File: src/rtl/execute_muldiv_if.sv
// Issue/writeback bundle between the scheduler and the mul/div execute unit.
interface execute_muldiv_if #(
  parameter int WIDTH_BRM = 4,
  parameter int WIDTH_REG = 7,
  parameter int WIDTH     = 1 + 7 + WIDTH_BRM + WIDTH_REG + 10 + 4 * 32
);
  logic [WIDTH-1:0]       i_instr;
  logic [WIDTH_BRM-1:0]   i_kill;
  logic [WIDTH_BRM-1:0]   i_resolve;
  logic                   o_ready;
  logic                   o_valid;
  logic [WIDTH_REG-1:0]   o_addr;
  logic [31:0]            o_data;
  logic [32+WIDTH_REG:0]  o_bypass;

  modport master (
    output i_instr, i_kill, i_resolve,
    input  o_ready, o_valid, o_addr, o_data, o_bypass
  );

  modport slave (
    input  i_instr, i_kill, i_resolve,
    output o_ready, o_valid, o_addr, o_data, o_bypass
  );
endinterface

File: src/rtl/execute_muldiv.sv
// RV32M execute unit: multi-cycle multiply plus 32-step restoring divider,
// one operation in flight, squashed by branch-mask kills.
module execute_muldiv #(
  parameter int WIDTH_BRM = 4,
  parameter int WIDTH_REG = 7,
  parameter int MUL_LAT   = 3,
  parameter int WIDTH     = 1 + 7 + WIDTH_BRM + WIDTH_REG + 10 + 4 * 32
) (
  input  logic              i_clk,
  input  logic              i_rst,
  execute_muldiv_if.slave   io_bus
);

  localparam int OP2_LSB  = 32;
  localparam int IMM_LSB  = 64;
  localparam int FUNC_LSB = 96;
  localparam int PC_LSB   = 106;
  localparam int RD_LSB   = 138;
  localparam int BRM_LSB  = RD_LSB + WIDTH_REG;
  localparam int UOP_LSB  = BRM_LSB + WIDTH_BRM;
  localparam int VAL_BIT  = UOP_LSB + 7;

  typedef enum logic [2:0] {S_IDLE, S_MUL, S_DIV, S_FIX, S_DONE} state_t;

  state_t                r_state;
  state_t                w_next;

  logic [31:0]           r_op1;
  logic [31:0]           r_op2;
  logic [2:0]            r_fn;
  logic [WIDTH_REG-1:0]  r_rd;
  logic [WIDTH_BRM-1:0]  r_brmask;
  logic [4:0]            r_cnt;
  logic [31:0]           r_quo;
  logic [31:0]           r_rem;
  logic [31:0]           r_dvs;
  logic                  r_valid;
  logic [WIDTH_REG-1:0]  r_addr;
  logic [31:0]           r_data;

  logic                  w_val;
  logic [6:0]            w_uop;
  logic [WIDTH_BRM-1:0]  w_brm;
  logic [WIDTH_REG-1:0]  w_rd;
  logic [9:0]            w_func;
  logic [31:0]           w_op1;
  logic [31:0]           w_op2;
  logic                  w_accept;
  logic                  w_killed;
  logic                  w_in_signed;
  logic [31:0]           w_mag1;
  logic [31:0]           w_mag2;

  logic                  w_a_sgn;
  logic                  w_b_sgn;
  logic signed [65:0]    w_ma;
  logic signed [65:0]    w_mb;
  logic signed [65:0]    w_prod;
  logic [31:0]           w_mul_res;

  logic [33:0]           w_sub;
  logic                  w_div_signed;
  logic                  w_neg_q;
  logic                  w_neg_r;
  logic [31:0]           w_div_res;
  logic [31:0]           w_result;
  logic                  w_byp_v;
  logic                  w_unused;

  assign w_val  = io_bus.i_instr[VAL_BIT];
  assign w_uop  = io_bus.i_instr[UOP_LSB +: 7];
  assign w_brm  = io_bus.i_instr[BRM_LSB +: WIDTH_BRM];
  assign w_rd   = io_bus.i_instr[RD_LSB +: WIDTH_REG];
  assign w_func = io_bus.i_instr[FUNC_LSB +: 10];
  assign w_op2  = io_bus.i_instr[OP2_LSB +: 32];
  assign w_op1  = io_bus.i_instr[31:0];

  assign w_accept = (r_state == S_IDLE) && w_val && (w_uop == 7'b0110011) &&
                    (w_func[9:3] == 7'b0000001) && ((w_brm & io_bus.i_kill) == '0);
  // Kill is tested against the mask before this cycle's resolve clears bits.
  assign w_killed = (r_brmask & io_bus.i_kill) != '0;

  assign w_in_signed = ~w_func[0];
  assign w_mag1 = (w_in_signed && w_op1[31]) ? (~w_op1 + 32'd1) : w_op1;
  assign w_mag2 = (w_in_signed && w_op2[31]) ? (~w_op2 + 32'd1) : w_op2;

  assign w_a_sgn   = (r_fn == 3'd1) || (r_fn == 3'd2);
  assign w_b_sgn   = (r_fn == 3'd1);
  assign w_ma      = $signed({{34{w_a_sgn & r_op1[31]}}, r_op1});
  assign w_mb      = $signed({{34{w_b_sgn & r_op2[31]}}, r_op2});
  assign w_prod    = w_ma * w_mb;
  assign w_mul_res = (r_fn == 3'd0) ? w_prod[31:0] : w_prod[63:32];

  assign w_sub = {1'b0, r_rem, r_quo[31]} - {2'b00, r_dvs};

  // A zero divisor falls out of the datapath: every trial subtract succeeds
  // (quotient all ones) and the remainder ends as |op1|, re-signed below.
  assign w_div_signed = ~r_fn[0];
  assign w_neg_q   = w_div_signed && (r_op1[31] ^ r_op2[31]) && (r_op2 != '0);
  assign w_neg_r   = w_div_signed && r_op1[31];
  assign w_div_res = r_fn[1] ? (w_neg_r ? (~r_rem + 32'd1) : r_rem)
                             : (w_neg_q ? (~r_quo + 32'd1) : r_quo);

  assign w_result = (r_state == S_MUL) ? w_mul_res : w_div_res;
  assign w_byp_v  = (((r_state == S_MUL) && (r_cnt == '0)) || (r_state == S_FIX)) && !w_killed;

  assign w_unused = ^{io_bus.i_instr[IMM_LSB +: 32], io_bus.i_instr[PC_LSB +: 32],
                      w_sub[32], w_prod[65:64]};

  always_comb begin
    w_next = r_state;
    case (r_state)
      S_IDLE: if (w_accept) w_next = w_func[2] ? S_DIV : S_MUL;
      S_MUL:  if (w_killed) w_next = S_IDLE;
              else if (r_cnt == '0) w_next = S_DONE;
      S_DIV:  if (w_killed) w_next = S_IDLE;
              else if (r_cnt == '0) w_next = S_FIX;
      S_FIX:  w_next = w_killed ? S_IDLE : S_DONE;
      S_DONE: w_next = S_IDLE;
      default: w_next = S_IDLE;
    endcase
  end

  always_ff @(posedge i_clk or posedge i_rst) begin
    if (i_rst) r_state <= S_IDLE;
    else       r_state <= w_next;
  end

  always_ff @(posedge i_clk or posedge i_rst) begin
    if (i_rst) begin
      r_op1    <= '0;
      r_op2    <= '0;
      r_fn     <= '0;
      r_rd     <= '0;
      r_brmask <= '0;
      r_cnt    <= '0;
      r_quo    <= '0;
      r_rem    <= '0;
      r_dvs    <= '0;
      r_valid  <= 1'b0;
      r_addr   <= '0;
      r_data   <= '0;
    end else begin
      r_brmask <= r_brmask & ~io_bus.i_resolve;
      if (w_accept) begin
        r_op1    <= w_op1;
        r_op2    <= w_op2;
        r_fn     <= w_func[2:0];
        r_rd     <= w_rd;
        r_brmask <= w_brm & ~io_bus.i_resolve;
        r_cnt    <= w_func[2] ? 5'd31 : 5'(MUL_LAT - 2);
        r_quo    <= w_mag1;
        r_rem    <= '0;
        r_dvs    <= w_mag2;
      end else if (((r_state == S_MUL) || (r_state == S_DIV)) && (r_cnt != '0)) begin
        r_cnt <= r_cnt - 5'd1;
      end
      if (r_state == S_DIV) begin
        if (w_sub[33]) begin
          r_rem <= {r_rem[30:0], r_quo[31]};
          r_quo <= {r_quo[30:0], 1'b0};
        end else begin
          r_rem <= w_sub[31:0];
          r_quo <= {r_quo[30:0], 1'b1};
        end
      end
      r_valid <= (w_next == S_DONE);
      if (w_next == S_DONE) begin
        r_addr <= r_rd;
        r_data <= w_result;
      end
    end
  end

  assign io_bus.o_ready  = (r_state == S_IDLE);
  assign io_bus.o_valid  = r_valid;
  assign io_bus.o_addr   = r_addr;
  assign io_bus.o_data   = r_data;
  assign io_bus.o_bypass = {w_byp_v, r_rd, w_result};

endmodule

File: src/flat_wrapper.sv
// flat-port wrapper written by rule: the top's interface ports become plain ports
module execute_muldiv_flat 
#(
  parameter int WIDTH_BRM = 4,
  parameter int WIDTH_REG = 7,
  parameter int MUL_LAT   = 3,
  parameter int WIDTH     = 1 + 7 + WIDTH_BRM + WIDTH_REG + 10 + 4 * 32
)
  (i_clk, i_rst, io_bus_i_instr, io_bus_i_kill, io_bus_i_resolve, io_bus_o_ready, io_bus_o_valid, io_bus_o_addr, io_bus_o_data, io_bus_o_bypass);
  execute_muldiv_if #(.WIDTH_BRM(WIDTH_BRM), .WIDTH_REG(WIDTH_REG), .WIDTH(WIDTH)) io_bus_i ();
  input  logic i_clk;
  input  logic i_rst;
  input wire logic [$bits(io_bus_i.i_instr)-1:0] io_bus_i_instr;
  input wire logic [$bits(io_bus_i.i_kill)-1:0] io_bus_i_kill;
  input wire logic [$bits(io_bus_i.i_resolve)-1:0] io_bus_i_resolve;
  output wire logic [$bits(io_bus_i.o_ready)-1:0] io_bus_o_ready;
  output wire logic [$bits(io_bus_i.o_valid)-1:0] io_bus_o_valid;
  output wire logic [$bits(io_bus_i.o_addr)-1:0] io_bus_o_addr;
  output wire logic [$bits(io_bus_i.o_data)-1:0] io_bus_o_data;
  output wire logic [$bits(io_bus_i.o_bypass)-1:0] io_bus_o_bypass;
  assign io_bus_i.i_instr = io_bus_i_instr;
  assign io_bus_i.i_kill = io_bus_i_kill;
  assign io_bus_i.i_resolve = io_bus_i_resolve;
  assign io_bus_o_ready = io_bus_i.o_ready;
  assign io_bus_o_valid = io_bus_i.o_valid;
  assign io_bus_o_addr = io_bus_i.o_addr;
  assign io_bus_o_data = io_bus_i.o_data;
  assign io_bus_o_bypass = io_bus_i.o_bypass;
  execute_muldiv #(.WIDTH_BRM(WIDTH_BRM), .WIDTH_REG(WIDTH_REG), .MUL_LAT(MUL_LAT), .WIDTH(WIDTH)) u_core (.i_clk(i_clk), .i_rst(i_rst), .io_bus(io_bus_i));
endmodule
File: config.mk
export PLATFORM = sky130hd
export DESIGN_NAME = execute_muldiv_flat
export DESIGN_NICKNAME = d
export VERILOG_FILES = /design/src/rtl/execute_muldiv_if.sv /design/src/rtl/execute_muldiv.sv /design/src/flat_wrapper.sv
export SDC_FILE = /design/constraint.sdc
export NUM_CORES = 2
export LEC_CHECK = 0
export BUFFER_PORTS_ARGS = -buffer_cell sky130_fd_sc_hd__buf_4
export CORE_MARGIN = 4
export CORE_UTILIZATION = 52
export CTS_CLUSTER_SIZE = 16
export DETAILED_ROUTE_END_ITERATION = 10
export GPL_ROUTABILITY_DRIVEN = 0
export PLACE_DENSITY = 0.69
export SLEW_MARGIN = 15
export SYNTH_ARGS = -nofsm -noshare
export SYNTH_HDL_FRONTEND = slang
export SYNTH_SLANG_ARGS = --single-unit
File: constraint.sdc
create_clock -name i_clk -period 14.5 [get_ports i_clk]
set_input_delay 2.9 -clock i_clk [delete_from_list [all_inputs] [get_ports i_clk]]
set_output_delay 2.9 -clock i_clk [all_outputs]
set_load 0.005 [all_outputs]
==> results by stage <==
Layout:
- The final net count is 7476.
- The sequential cells in the finished layout cover a total of 5540 sq um.
- The design area is 55400 sq um.
- The filler cell count is 8966.
- The layout-stage area growth over the synthesis result is 6.34%.
- For this run, the share of the core covered by cells in the final layout is 0.560.
- Of the cells placed in the final design, the portion with a size suffix greater than 1 is 0.0675.
- The area of combinational cells with multiple inputs is 40600 sq um.
- The leading cell type in the layout, fill and taps excluded is sky130_fd_sc_hd__inv_1.
- In the layout the commonest cells are sky130_fd_sc_hd__inv_1, sky130_fd_sc_hd__nand2_1, sky130_fd_sc_hd__fa_1, sky130_fd_sc_hd__and2_1, sky130_fd_sc_hd__buf_4.

Floorplan:
- The row count is 115.
- The die covers 105000 sq um.
- The area of the core is 98900 sq um.
- From left edge to right edge, the die measures 324 um.
- In this run the count of I/O pins placed on the die edge is 248.
- The starting density of the core is 0.527.
- Measured along the y axis, the die boundary spans 324 um.

Clock network:
- The insertion delay of the later-clocked pin in the worst-skew pair is 0.55 ns.
- After clock tree synthesis, the clock-pin slew on the worst setup and hold paths is 0.06 ns.
- The longest clock path from root to sink contains 3 buffers.
- Post-CTS repair changed the size of 0 cells.
- The number of levels the H-tree was split into is 1.
- The clock net in this run drives a total of 221 sinks.
- For this design, the CTS-stage hold fixing added 0 buffers.
- TritonCTS built the clock tree.
- Buffers added to address setup during post-CTS repair amount to 0.
- Counting the buffers created by CTS gives 25.
- The clock root buffer is sky130_fd_sc_hd__clkbuf_16.

Route:
- The total detailed-routing wirelength is 158000 um.
- After the first detailed-routing iteration, the DRC count stood at 3613.
- After detailed routing, the number of remaining DRC violations is 0.
- The detailed router placed 41400 vias in this run.
- The ratio of routed vias to standard cells is 5.72.
- The number of nets with antenna violations after routing is 0.
- The post-detailed-route wirelength per cell is 21.8 um.
- The length of the first detailed-routing pass in iterations is 6.

Placement:
- The count of buffers added on input and output ports is 183.
- Detailed placement ended at an HPWL of 122000 um.
- After detailed placement, the total cell area comes to 54500 sq um.

Power:
- The maximum VDD drop is 92.8 uV.
- Summed over all cells, the static leakage comes to 0.0264 uW.
- The overall power is 1380 uW.
- The power density over cell area is 24.9 nW/um^2.

STA:
- The share of the cycle needed by the critical path after routing is 0.905.
- The smallest clock period supported by the final layout is computed as 13.12 ns.
- The count of final max-slew check failures came to 0.
- The worst pin sits at a relative slew slack of 0.199.
- The worst-case hold slack is 0.466 ns.
- The number of failing hold endpoints at the final stage came to 0.
- The aggregate negative setup slack is 0 ns.
- Clock skew on the completed layout was measured at 0.0129 ns.
- Setup repair after global routing left no endpoint under its margin.
- The setup violation total in the final timing report is 0.
- At the pin with the least slew margin, the transition time is 1.20 ns.
- Timing would allow up to 76.2 MHz.

Critical path:
- The number of buffer and inverter stages on the critical path is 10.
- STA puts the critical path data required time at 11.60 ns.
- The stage delay of the slowest cell on the critical path is 0.83 ns.
- The dominant delay contributor by cell family on the critical path is adder cells.
- The critical path launch point type is a register.
- The endpoint type of the worst setup path is an output port.
- Of all nets on the critical path, the largest fanout is 31.
- The slowest stage of the critical path is the sky130_fd_sc_hd__fa_1 cell.
- The cell occurring most often along the worst timing path is sky130_fd_sc_hd__fa_1.
- The type of the setup path with the least slack is register to output port.
- At the worst endpoint, the arrival time is 10.22 ns.

Run:
- The tool flagged a number of max-cap violations equal to 0.

Global routing:
- The first global-routing pass estimated 251000 um of wire.
- Entering global routing, the biggest net connects 93 pins.
- The number of global-route vias before repair is 43900.
- The global-route usage over all layers is 0.305.
- The aggregate global routing overflow is 0.
- The number of antenna violations at the first check in global routing is 2.

Logic synthesis:
- Averaged over all synthesized cells, the footprint is 8.72 sq um.
- The instance count of the mapped netlist is 5972.
- Yosys mapped a number of flops with a built-in enable equal to 0.
- The number of distinct standard cells referenced by the synthesized netlist is 91.
- During synthesis, Yosys emitted a total of 0 warnings.
- The synthesized flop and latch total is 221.
- Of all flip-flops after synthesis, the portion carrying an async set or reset was 1.00.
- Of the synthesized area, sequential elements account for 0.106.
- The net count after synthesis is 7515.
- For this run, the leading register cell type out of synthesis is sky130_fd_sc_hd__dfrtp_1.
- The synthesized netlist occupies a cell area of 52100 sq um.

Hold path:
- The class of the most critical hold timing path is register to register.

Status:
- The run finished with clean final reports.
## sequential cells by signal (all words and copies together) (netlist names)
signal / cells
u_core.r_state: 3
u_core.r_cnt: 5
u_core.r_op1: 32
u_core.io_bus.o_addr: 7
u_core.r_rd: 7
u_core.io_bus.o_data: 32
u_core.r_quo: 32
u_core.r_op2: 31
u_core.r_dvs: 32
u_core.r_brmask: 4
u_core.io_bus.o_valid: 1
u_core.r_rem: 32
u_core.r_fn: 3
## worst paths after layout
check                                             startpoint                              endpoint  slack [ns]  depth (start not counted)
worst max-delay path              u_core.r_fn[0]$_DFFE_PP0P_                   io_bus_o_bypass[27]        1.38                         27
worst min-delay path            u_core.r_op1[13]$_DFFE_PP0P_          u_core.r_op1[13]$_DFFE_PP0P_        0.47                          2
worst max register to register    u_core.r_fn[0]$_DFFE_PP0P_  u_core.io_bus.o_data[27]$_DFFE_PP0P_        4.73                         27
worst min register to register  u_core.r_op1[13]$_DFFE_PP0P_          u_core.r_op1[13]$_DFFE_PP0P_        0.47                          2
max in group asynchronous                              i_rst          u_core.r_op1[16]$_DFFE_PP0P_       10.52                          3
min in group asynchronous                              i_rst           u_core.r_cnt[3]$_DFFE_PP0P_        2.43                          2
## layout make-up
class	instances	area share
clock inverters	10	0.00206
clock buffers	36	0.0131
inverters	1237	0.0840
diodes	5	0.000226
flip-flops and latches	221	0.100
multi-input cells	4169	0.734
well taps	1287	0.0291
repair buffers	279	0.0378
## layer usage
| metal | wire length, um | global-route usage | part of all wire | vias to the layer above |
|---|---|---|---|---|
| li1 | - | - | - | 17800 |
| met1 | 60200 | 0.387 | 0.38 | 21300 |
| met2 | 73300 | 0.493 | 0.46 | 1851 |
| met3 | 16000 | 0.0850 | 0.10 | 472 |
| met4 | 8420 | 0.132 | 0.053 | 4 |
| met5 | 27 | 0 | 0.00017 | - |
## metrics by stage
stage / setup slack, ns / cells
final: 1.38 / 7244
after global routing: 0.894 / 7239
after CTS: 1.44 / 7239
after detailed placement: 2.06 / 7193
after global placement: 2.23 / 7193
after floorplan: 3.29 / 5972
## power by group
part	internal, uW	total (uW)	switching [uW]
Sequential	618	621	3.16
Combinational	40.6	101	59.9
Clock	385	660	275
## synthesized netlist by cell type, drive strengths merged, types with 14 or more instances
master | n | area share
a211oi | 19 | 0.0028
a21o | 35 | 0.0051
a21oi | 178 | 0.017
a22oi | 35 | 0.0050
a31oi | 25 | 0.0030
and2 | 320 | 0.038
and3 | 15 | 0.0018
clkbuf | 332 | 0.024
dfrtp | 221 | 0.11
fa | 1126 | 0.43
ha | 250 | 0.060
inv | 1237 | 0.089
mux2 | 22 | 0.0048
mux2i | 28 | 0.0054
nand2 | 1156 | 0.083
nand2b | 20 | 0.0025
nand3 | 48 | 0.0046
nand4 | 27 | 0.0034
nor2 | 180 | 0.013
nor2b | 14 | 0.0017
nor3 | 31 | 0.0030
nor4 | 24 | 0.0031
o211ai | 16 | 0.0023
o21ai | 170 | 0.016
o21bai | 16 | 0.0023
o31ai | 29 | 0.0043
o41ai | 14 | 0.0024
or2 | 18 | 0.0022
or3 | 28 | 0.0037
xnor2 | 126 | 0.021
xor2 | 87 | 0.015
## cells by family after synthesis
kind of cell	share of synthesized area
muxes	0.0102
adders and majority gates	0.493
buffers and inverters	0.115
AOI/OAI and AO/OA	0.0756
and+or+nand+nor	0.165
xor gates and xnor gates	0.0358
DFF	0.106
## worst reg2reg max path, cell delays in order (launching register included)
cell                        delay (ns)
sky130_fd_sc_hd__dfrtp_1          0.46
sky130_fd_sc_hd__xnor2_1          0.31
sky130_fd_sc_hd__nor3b_2          0.08
sky130_fd_sc_hd__buf_4            0.27
sky130_fd_sc_hd__nand2_1          0.17
sky130_fd_sc_hd__inv_1            0.11
sky130_fd_sc_hd__fa_1             0.54
sky130_fd_sc_hd__inv_1            0.13
sky130_fd_sc_hd__fa_1             0.56
sky130_fd_sc_hd__inv_1            0.06
sky130_fd_sc_hd__fa_1             0.51
sky130_fd_sc_hd__buf_4            0.20
sky130_fd_sc_hd__inv_1            0.19
sky130_fd_sc_hd__fa_1             0.83
sky130_fd_sc_hd__inv_1            0.41
sky130_fd_sc_hd__fa_1             0.57
sky130_fd_sc_hd__fa_1             0.50
sky130_fd_sc_hd__fa_1             0.50
sky130_fd_sc_hd__inv_1            0.05
sky130_fd_sc_hd__fa_1             0.47
sky130_fd_sc_hd__inv_1            0.04
sky130_fd_sc_hd__ha_1             0.42
sky130_fd_sc_hd__nand3_1          0.21
sky130_fd_sc_hd__or2_2            0.32
sky130_fd_sc_hd__a2111oi_1        0.79
sky130_fd_sc_hd__o21ai_0          0.21
sky130_fd_sc_hd__nor4_1           0.53
sky130_fd_sc_hd__mux2_2           0.26
(Power assumes the default switching activity.)
